--- config.mk ---
export PLATFORM = sky130hd
export DESIGN_NAME = avg_filter_24
export DESIGN_NICKNAME = d
export VERILOG_FILES = /design/src/rtl/audio_pkg.sv /design/src/rtl/sample_ring.sv /design/src/rtl/avg_filter_24.sv
export SDC_FILE = /design/constraint.sdc
export NUM_CORES = 1
export LEC_CHECK = 0
export BUFFER_PORTS_ARGS = -buffer_cell sky130_fd_sc_hd__buf_2
export CAP_MARGIN = 20
export CORE_MARGIN = 2
export CORE_UTILIZATION = 60
export CTS_BUF_LIST = sky130_fd_sc_hd__clkbuf_16
export DETAILED_ROUTE_END_ITERATION = 10
export PLACE_DENSITY = 0.78
export SLEW_MARGIN = 40
export SYNTH_ARGS = -nofsm -noshare
export SYNTH_HDL_FRONTEND = slang
export SYNTH_SLANG_ARGS = --single-unit
export TNS_END_PERCENT = 20
--- constraint.sdc ---
create_clock -name clk -period 6 [get_ports clk]
set_input_delay 1.2 -clock clk [delete_from_list [all_inputs] [get_ports clk]]
set_output_delay 1.2 -clock clk [all_outputs]
set_load 0.1 [all_outputs]
--- src/rtl/audio_pkg.sv ---
// Shared audio sample definitions for the filter and the downstream sample register.
package audio_pkg;
  localparam int unsigned DATA_W = 24;
  typedef logic signed [DATA_W-1:0] sample_t;
endpackage

--- src/rtl/sample_ring.sv ---
// Write-pointer ring buffer: old_data shows the entry about to be overwritten, so the
// caller reads the oldest sample and writes the newest on the same edge.
module sample_ring #(
  parameter int unsigned DATA_W = 24,
  parameter int unsigned LOG2_N = 3
) (
  input  logic              clk,
  input  logic              reset,
  input  logic              wr_en,
  input  logic [DATA_W-1:0] wr_data,
  output logic [DATA_W-1:0] old_data
);
  localparam int unsigned Depth = 2 ** LOG2_N;

  logic [DATA_W-1:0] r_mem [Depth];
  logic [LOG2_N-1:0] r_wptr;

  always_ff @(posedge clk) begin
    if (reset) begin
      for (int i = 0; i < Depth; i++) begin
        r_mem[i] <= '0;
      end
      r_wptr <= '0;
    end else if (wr_en) begin
      r_mem[r_wptr] <= wr_data;
      r_wptr        <= r_wptr + 1'b1;  // power-of-two depth wraps naturally
    end
  end

  assign old_data = r_mem[r_wptr];
endmodule

--- src/rtl/avg_filter_24.sv ---
// N-tap moving-average filter for signed audio samples with a running sum,
// one-cycle registered output and an optional unfiltered bypass.
module avg_filter_24 #(
  parameter int unsigned DATA_W = audio_pkg::DATA_W,
  parameter int unsigned LOG2_N = 3
) (
  input  logic                     clk,
  input  logic                     reset,
  input  logic                     in_valid,
  input  logic signed [DATA_W-1:0] in_data,
  input  logic                     bypass,
  output logic                     out_valid,
  output logic signed [DATA_W-1:0] out_data,
  output logic                     primed
);
  import audio_pkg::*;

  localparam int unsigned SUM_W = DATA_W + LOG2_N;
  localparam logic [LOG2_N-1:0] COUNT_LAST = '1;

  logic [DATA_W-1:0]        w_old_data;
  logic signed [SUM_W-1:0]  w_in_ext;
  logic signed [SUM_W-1:0]  w_old_ext;
  logic signed [SUM_W-1:0]  w_new_sum;
  logic signed [DATA_W-1:0] w_mean;

  logic signed [SUM_W-1:0]  r_sum;
  logic [LOG2_N-1:0]        r_count;
  logic                     r_primed;
  logic                     r_out_valid;
  logic signed [DATA_W-1:0] r_out_data;

  sample_ring #(
    .DATA_W (DATA_W),
    .LOG2_N (LOG2_N)
  ) u_ring (
    .clk      (clk),
    .reset    (reset),
    .wr_en    (in_valid),
    .wr_data  (in_data),
    .old_data (w_old_data)
  );

  assign w_in_ext  = {{LOG2_N{in_data[DATA_W-1]}}, in_data};
  assign w_old_ext = {{LOG2_N{w_old_data[DATA_W-1]}}, w_old_data};
  assign w_new_sum = r_sum + w_in_ext - w_old_ext;
  // Dropping the low bits of a two's-complement sum is a floor divide by N.
  assign w_mean    = w_new_sum[SUM_W-1:LOG2_N];

  always_ff @(posedge clk) begin
    if (reset) begin
      r_sum       <= '0;
      r_count     <= '0;
      r_primed    <= 1'b0;
      r_out_valid <= 1'b0;
      r_out_data  <= '0;
    end else begin
      r_out_valid <= in_valid;
      if (in_valid) begin
        r_sum      <= w_new_sum;
        r_out_data <= bypass ? in_data : w_mean;
        if (!r_primed) begin
          if (r_count == COUNT_LAST) begin
            r_primed <= 1'b1;
          end else begin
            r_count <= r_count + 1'b1;
          end
        end
      end
    end
  end

  assign out_valid = r_out_valid;
  assign out_data  = r_out_data;
  assign primed    = r_primed;
endmodule

# Word-level counts from Yosys, hierarchy flattened
# Memories as Yosys holds them, arrays and structs flattened. A register that Yosys moved wholly into a read port is not among the register bits.
# Cells that the tools add are included.
word_totals:
  output_inout_bits: 26
  memories: 1
  mem_bits_rw: 192
  input_bits: 28
  regBits: 59
classes:
  n_eq_ne: 1
  mux: 13
  bitwise: 2
  addsub: 4
  reduce_logical: 2
memory_table:
  columns: ["memory", "depth", "word_bits", "rd", "rd_clocked_by_memory_dff", "wr", "line", "rtl"]
  rows:
  - ["u_ring.r_mem", 8, 24, 1, 1, 8, "sample_ring.sv:15", "logic [DATA_W-1:0] r_mem [Depth];"]
op_table:
  columns: ["cell", "n"]
  rows:
  - ["24-bit two-way mux", 2]
  - ["27-bit by 24-bit adder with 27-bit output", 1]
  - ["27-bit by 24-bit subtractor with 27-bit output", 1]
  - ["24-bit OR reduction", 1]
  - ["3-bit two-way mux", 3]
  - ["1-bit two-way mux", 8]
  - ["3-bit by 1-bit adder with 3-bit output (second input constant)", 2]
  - ["3-bit == test (second input constant)", 1]
  - ["3-bit AND reduction", 1]
  - ["1-bit inverter", 2]

# Depth between registers and ports, before layout
logic_depth:
  ltp_word: 5
  mapped_depth: 16

# By module
# Synthesis repeated with hierarchy kept, for this count alone.
unflattened:
  cells_unflattened: 1133
  area_unflattened_um2: 13406.6
by_module_without_submodules:
  columns: ["mod", "area_per_inst_um2", "cells_per_inst", "seq_area_each_um2", "instances"]
  rows:
  - ["sample_ring", 8770.9, 568, 5885.6, 1]
  - ["avg_filter_24", 4635.7, 565, 1121.1, 1]

# Least setup slack after synthesis
# OpenSTA, ideal clock, no wires.
synth_path:
  path_type: "input to register"
  startpoint: "input in_valid"
  endpoint: "memory u_ring.r_mem[7][0], enable pin"
  path_buffers: 2
  required_time_ps: 5561
  slack_ps: 1650
  arrival_ps: 3911
  stages: 6
  cell_sequence: "clkbuf_1 > nand2_1 > inv_1 > nand2_1 > clkbuf_1 > o21ai_0"
synth_lines:
  columns: ["element", "line", "rtl"]
  rows:
  - ["start, declared", "avg_filter_24.sv:9", "input logic in_valid,"]
  - ["end, declared", "sample_ring.sv:15", null]

==> reports/results.tsv <==
stage	metric	value	unit
global_route	grtUsageTotal	28.2	%
yosys	synth_top_family_by_area	simple AND/OR/NAND/NOR gates	
yosys	synth-simple-area-share	14.1	%
placed_design	pre_cts_ws	1310	ps
clock_network	cts_tree	done	
cells_and_area	final_common_cell	edfxtp_1	
setup_path	required	6440	ps
setup_path	critical_path.slowest_cell	dfxtp_2	
power_and_ir_drop	p_per_area	425	nW/um^2
setup_path	path_cells	buf_4 -> mux4_2 -> mux2_2 -> fa_1 -> inv_1 -> ha_1 -> a21oi_1 -> nor2_1 -> a211oi_1 -> o31ai_4 -> a21oi_2 -> o21bai_1 -> mux2i_1 -> a311oi_1	
yosys	synth_ff_type	edfxtp_1	
placed_design	io_buffers	53	
cells_and_area	drive_above_1_share	18.3	%
setup_path	critical_path_class	reg -> reg	
setup_path	critPathTopFamily	compound AO/OA/AOI/OAI gates	
cells_and_area	nets	1212	
setup_path	critPathMaxFanout	30	
setup_path	r2r-end	out_data[14]	
sta	hold_viol	0	
sta	period_minus_slack	4680	ps
yosys	syn_area_per_cell	12.0	um^2
placed_design	place_congestion	0.918	
routing	wl_per_cell	23.1	um
setup_path	worst_ep_arrival_time	5120	ps
sta	fmax	0.214	GHz
global_route	grt_pass1_wl	51.6	mm
sta	clock_skew	15.6	ps
global_route	grt-ovfl-total	0	
min_path	holdPathStages	2	
yosys	synth_cells	1115	
yosys	synth_cell_type_count	65	
routing	drc	0	
sta	rsz0062_at_grt	false	
yosys	ys_seq_area_share	52.4	%
floorplanning	die_h	153	um
yosys	synthAdderAreaFrac	6.80	%
global_route	first_global_vias	9244	
power_and_ir_drop	leakagePower	5.47	nW
cells_and_area	postLayoutCellArea	14700	um^2
sta	layout_setup_ws	1320	ps
global_route	antenna_found_initial	0	
placed_design	postPlaceCellArea	13800	um^2
yosys	synth_edf_count	192	
floorplanning	die-area	23500	um^2
cells_and_area	antenna-diode-count	0	
clock_network	cts-root-buf	clkbuf_16	
sta	tns	0	ps
routing	wl	32.9	mm
setup_path	slowest_delay	870	ps
status	status	finished clean	
yosys	async_reset_ff_share	0	%
clock_network	path_clk_slew	60	ps
yosys	ys_ff_latch	254	
floorplanning	coreArea	21800	um^2
setup_path	r2r_cells	14	
floorplanning	io-pin-count	54	
routing	drtPass1Iterations	5	
routing	drt_iter0_markers	921	
yosys	synthMuxAreaShare	12.0	%
clock_network	ctsHtreeMaxLevel	1	
clock_network	clkSinkCount	254	
floorplanning	die_width	153	um
cells_and_area	syn_to_final_growth	9.68	%
clock_network	cts_inserted_buffers	26	
yosys	synth_warnings	0	
setup_path	cp-end-kind	register	
cells_and_area	final_cell_mix	192 x edfxtp_1, 87 x inv_1, 84 x nor4_1, 74 x nor3_1, 61 x nor2_1	
yosys	synth_xor_area_share	1.90	%
yosys	syn-num-nets	1200	
min_path	holdPathEnd	out_data[2]	
sta	max_slew_margin	41.3	%
clock_network	cts_setup_buffers	0	
routing	vias	9229	
clock_network	post_cts_resized	0	
setup_path	rrSetupSlack	1320	ps
sta	setup_viol	0	
setup_path	crit_path_start_kind	register	
job	cap_violations	0	
clock_network	cts_hold_buf	0	
clock_network	clockBufferDepth	3	
placed_design	hpwl	20.4	mm
floorplanning	initial_core_util	61.2	%
min_path	min_from	out_data[2]	
clock_network	insertion_delay	540	ps
sta	slew_violations	0	
floorplanning	placementRows	54	
setup_path	crit_buf_inv	2	
yosys	synth_compound_area_share	6.97	%
yosys	synth_area	13400	um^2
sta	finalCritPeriodShare	78.1	%
routing	antenna_left	0	
global_route	grt_max_degree	72	
power_and_ir_drop	ir_worst_vdd	0.367	mV
routing	viasPerCell	6.47	
sta	worst_pin_slew	880	ps
min_path	min_path_type	reg -> reg	
==> registers in the layout, summed over array words and instances (netlist names), named ones only <==
register	cells
u_ring.r_wptr	3
out_data	24
u_ring.r_mem	192
out_valid	1
r_sum	27
primed	1
r_count	3
==> routing by layer <==
metal / global-route usage [%] / vias to the layer above / wire length [um]
li1: - / 4158 / -
met1: 37.5 / 4542 / 13000
met2: 47.8 / 467 / 16400
met3: 5.08 / 62 / 2790
met4: 8.42 / 0 / 751
met5: 0 / - / 0
==> cells by family (layout without fill, tap and decap cells) <==
family                   Yosys count  count (layout)
adder cells (fa/ha/maj)           57              57
AND/OR/NAND/NOR                  359             359
XOR/XNOR                          29              29
flip-flops                       254             254
buffers and inverters            190             221
AO/OA/AOI/OAI                    129             129
multiplexers                      97              97
==> Yosys cell counts (all sizes together), types with 2 or more instances <==
cell | count | share of area (%)
a211oi | 12 | 0.75
a21boi | 2 | 0.11
a21o | 8 | 0.51
a21oi | 31 | 1.3
a311oi | 11 | 0.72
a31oi | 6 | 0.44
and2 | 48 | 2.2
and3 | 3 | 0.14
buf | 18 | 0.83
clkbuf | 65 | 1.9
clkinv | 22 | 0.62
dfxtp | 62 | 9.3
dlygate4sd1 | 2 | 0.13
edfxtp | 192 | 43
fa | 26 | 3.9
ha | 31 | 2.9
inv | 82 | 2.3
mux2 | 22 | 1.9
mux2i | 27 | 2.0
mux4 | 48 | 8.1
nand2 | 46 | 1.3
nand2b | 6 | 0.28
nand3 | 14 | 0.52
nand3b | 2 | 0.11
nand4 | 5 | 0.23
nor2 | 61 | 1.7
nor2b | 5 | 0.23
nor3 | 74 | 2.8
nor3b | 2 | 0.11
nor4 | 85 | 4.0
o211ai | 4 | 0.26
o21a | 3 | 0.17
o21ai | 32 | 1.2
o21bai | 2 | 0.11
o22ai | 2 | 0.094
o311ai | 4 | 0.39
o31ai | 2 | 0.22
o32ai | 2 | 0.13
or2 | 5 | 0.23
or4b | 2 | 0.15
xnor2 | 19 | 1.2
xor2 | 10 | 0.66
==> per-stage QoR <==
step	power, mW	instances	hold WS [ps]	utilization [%]
after floorplan	4.07	1115	450	-
after global placement	4.50	1378	461	63.0
after detailed placement	4.56	1378	471	63.0
after CTS	6.20	1425	483	67.0
after global routing	6.52	1426	498	67.2
final	6.22	1426	481	67.2
==> final cells by class <==
| type | instances | area [um^2] |
|---|---|---|
| clock buffers | 27 | 676 |
| well taps | 280 | 350 |
| inverters | 104 | 390 |
| clock inverters | 20 | 199 |
| multi-input cells | 671 | 5620 |
| fillers | 1544 | 7170 |
| flip-flops and latches | 254 | 7010 |
| repair buffers | 70 | 412 |
==> worst register-to-register path, cell delays in order, from the launching register on <==
cell and delay (ps):
dfxtp_2 870, buf_4 460, mux4_2 350, mux2_2 290, fa_1 480, inv_1 40
ha_1 360, a21oi_1 190, nor2_1 70, a211oi_1 350, o31ai_4 220, a21oi_2 300
o21bai_1 190, mux2i_1 160, a311oi_1 280
==> how the worst max path moves through the flow <==
| stage | start | to | slack [ps] | depth (start not counted) |
|---|---|---|---|---|
| final | register | out_data[14] | 1320 | 14 |
| after global routing | register | out_data[19] | 960 | 13 |
| after CTS | register | out_data[19] | 1310 | 13 |
| after detailed placement | register | out_data[19] | 1310 | 13 |
| after global placement | register | out_data[19] | 1360 | 13 |
| after floorplan | in_valid | u_ring.r_mem[7][0] | 1650 | 6 |
==> report_power, final <==
group          leakage, nW  switching [mW]  internal (mW)  total, mW
Combinational         2.52            1.58          0.845       2.42
Clock                0.452           0.676          0.986       1.66
Sequential            2.50          0.0846           2.06       2.14
Total                 5.47            2.34           3.89       6.22
Note: power is estimated with default switching activity, not from simulation.
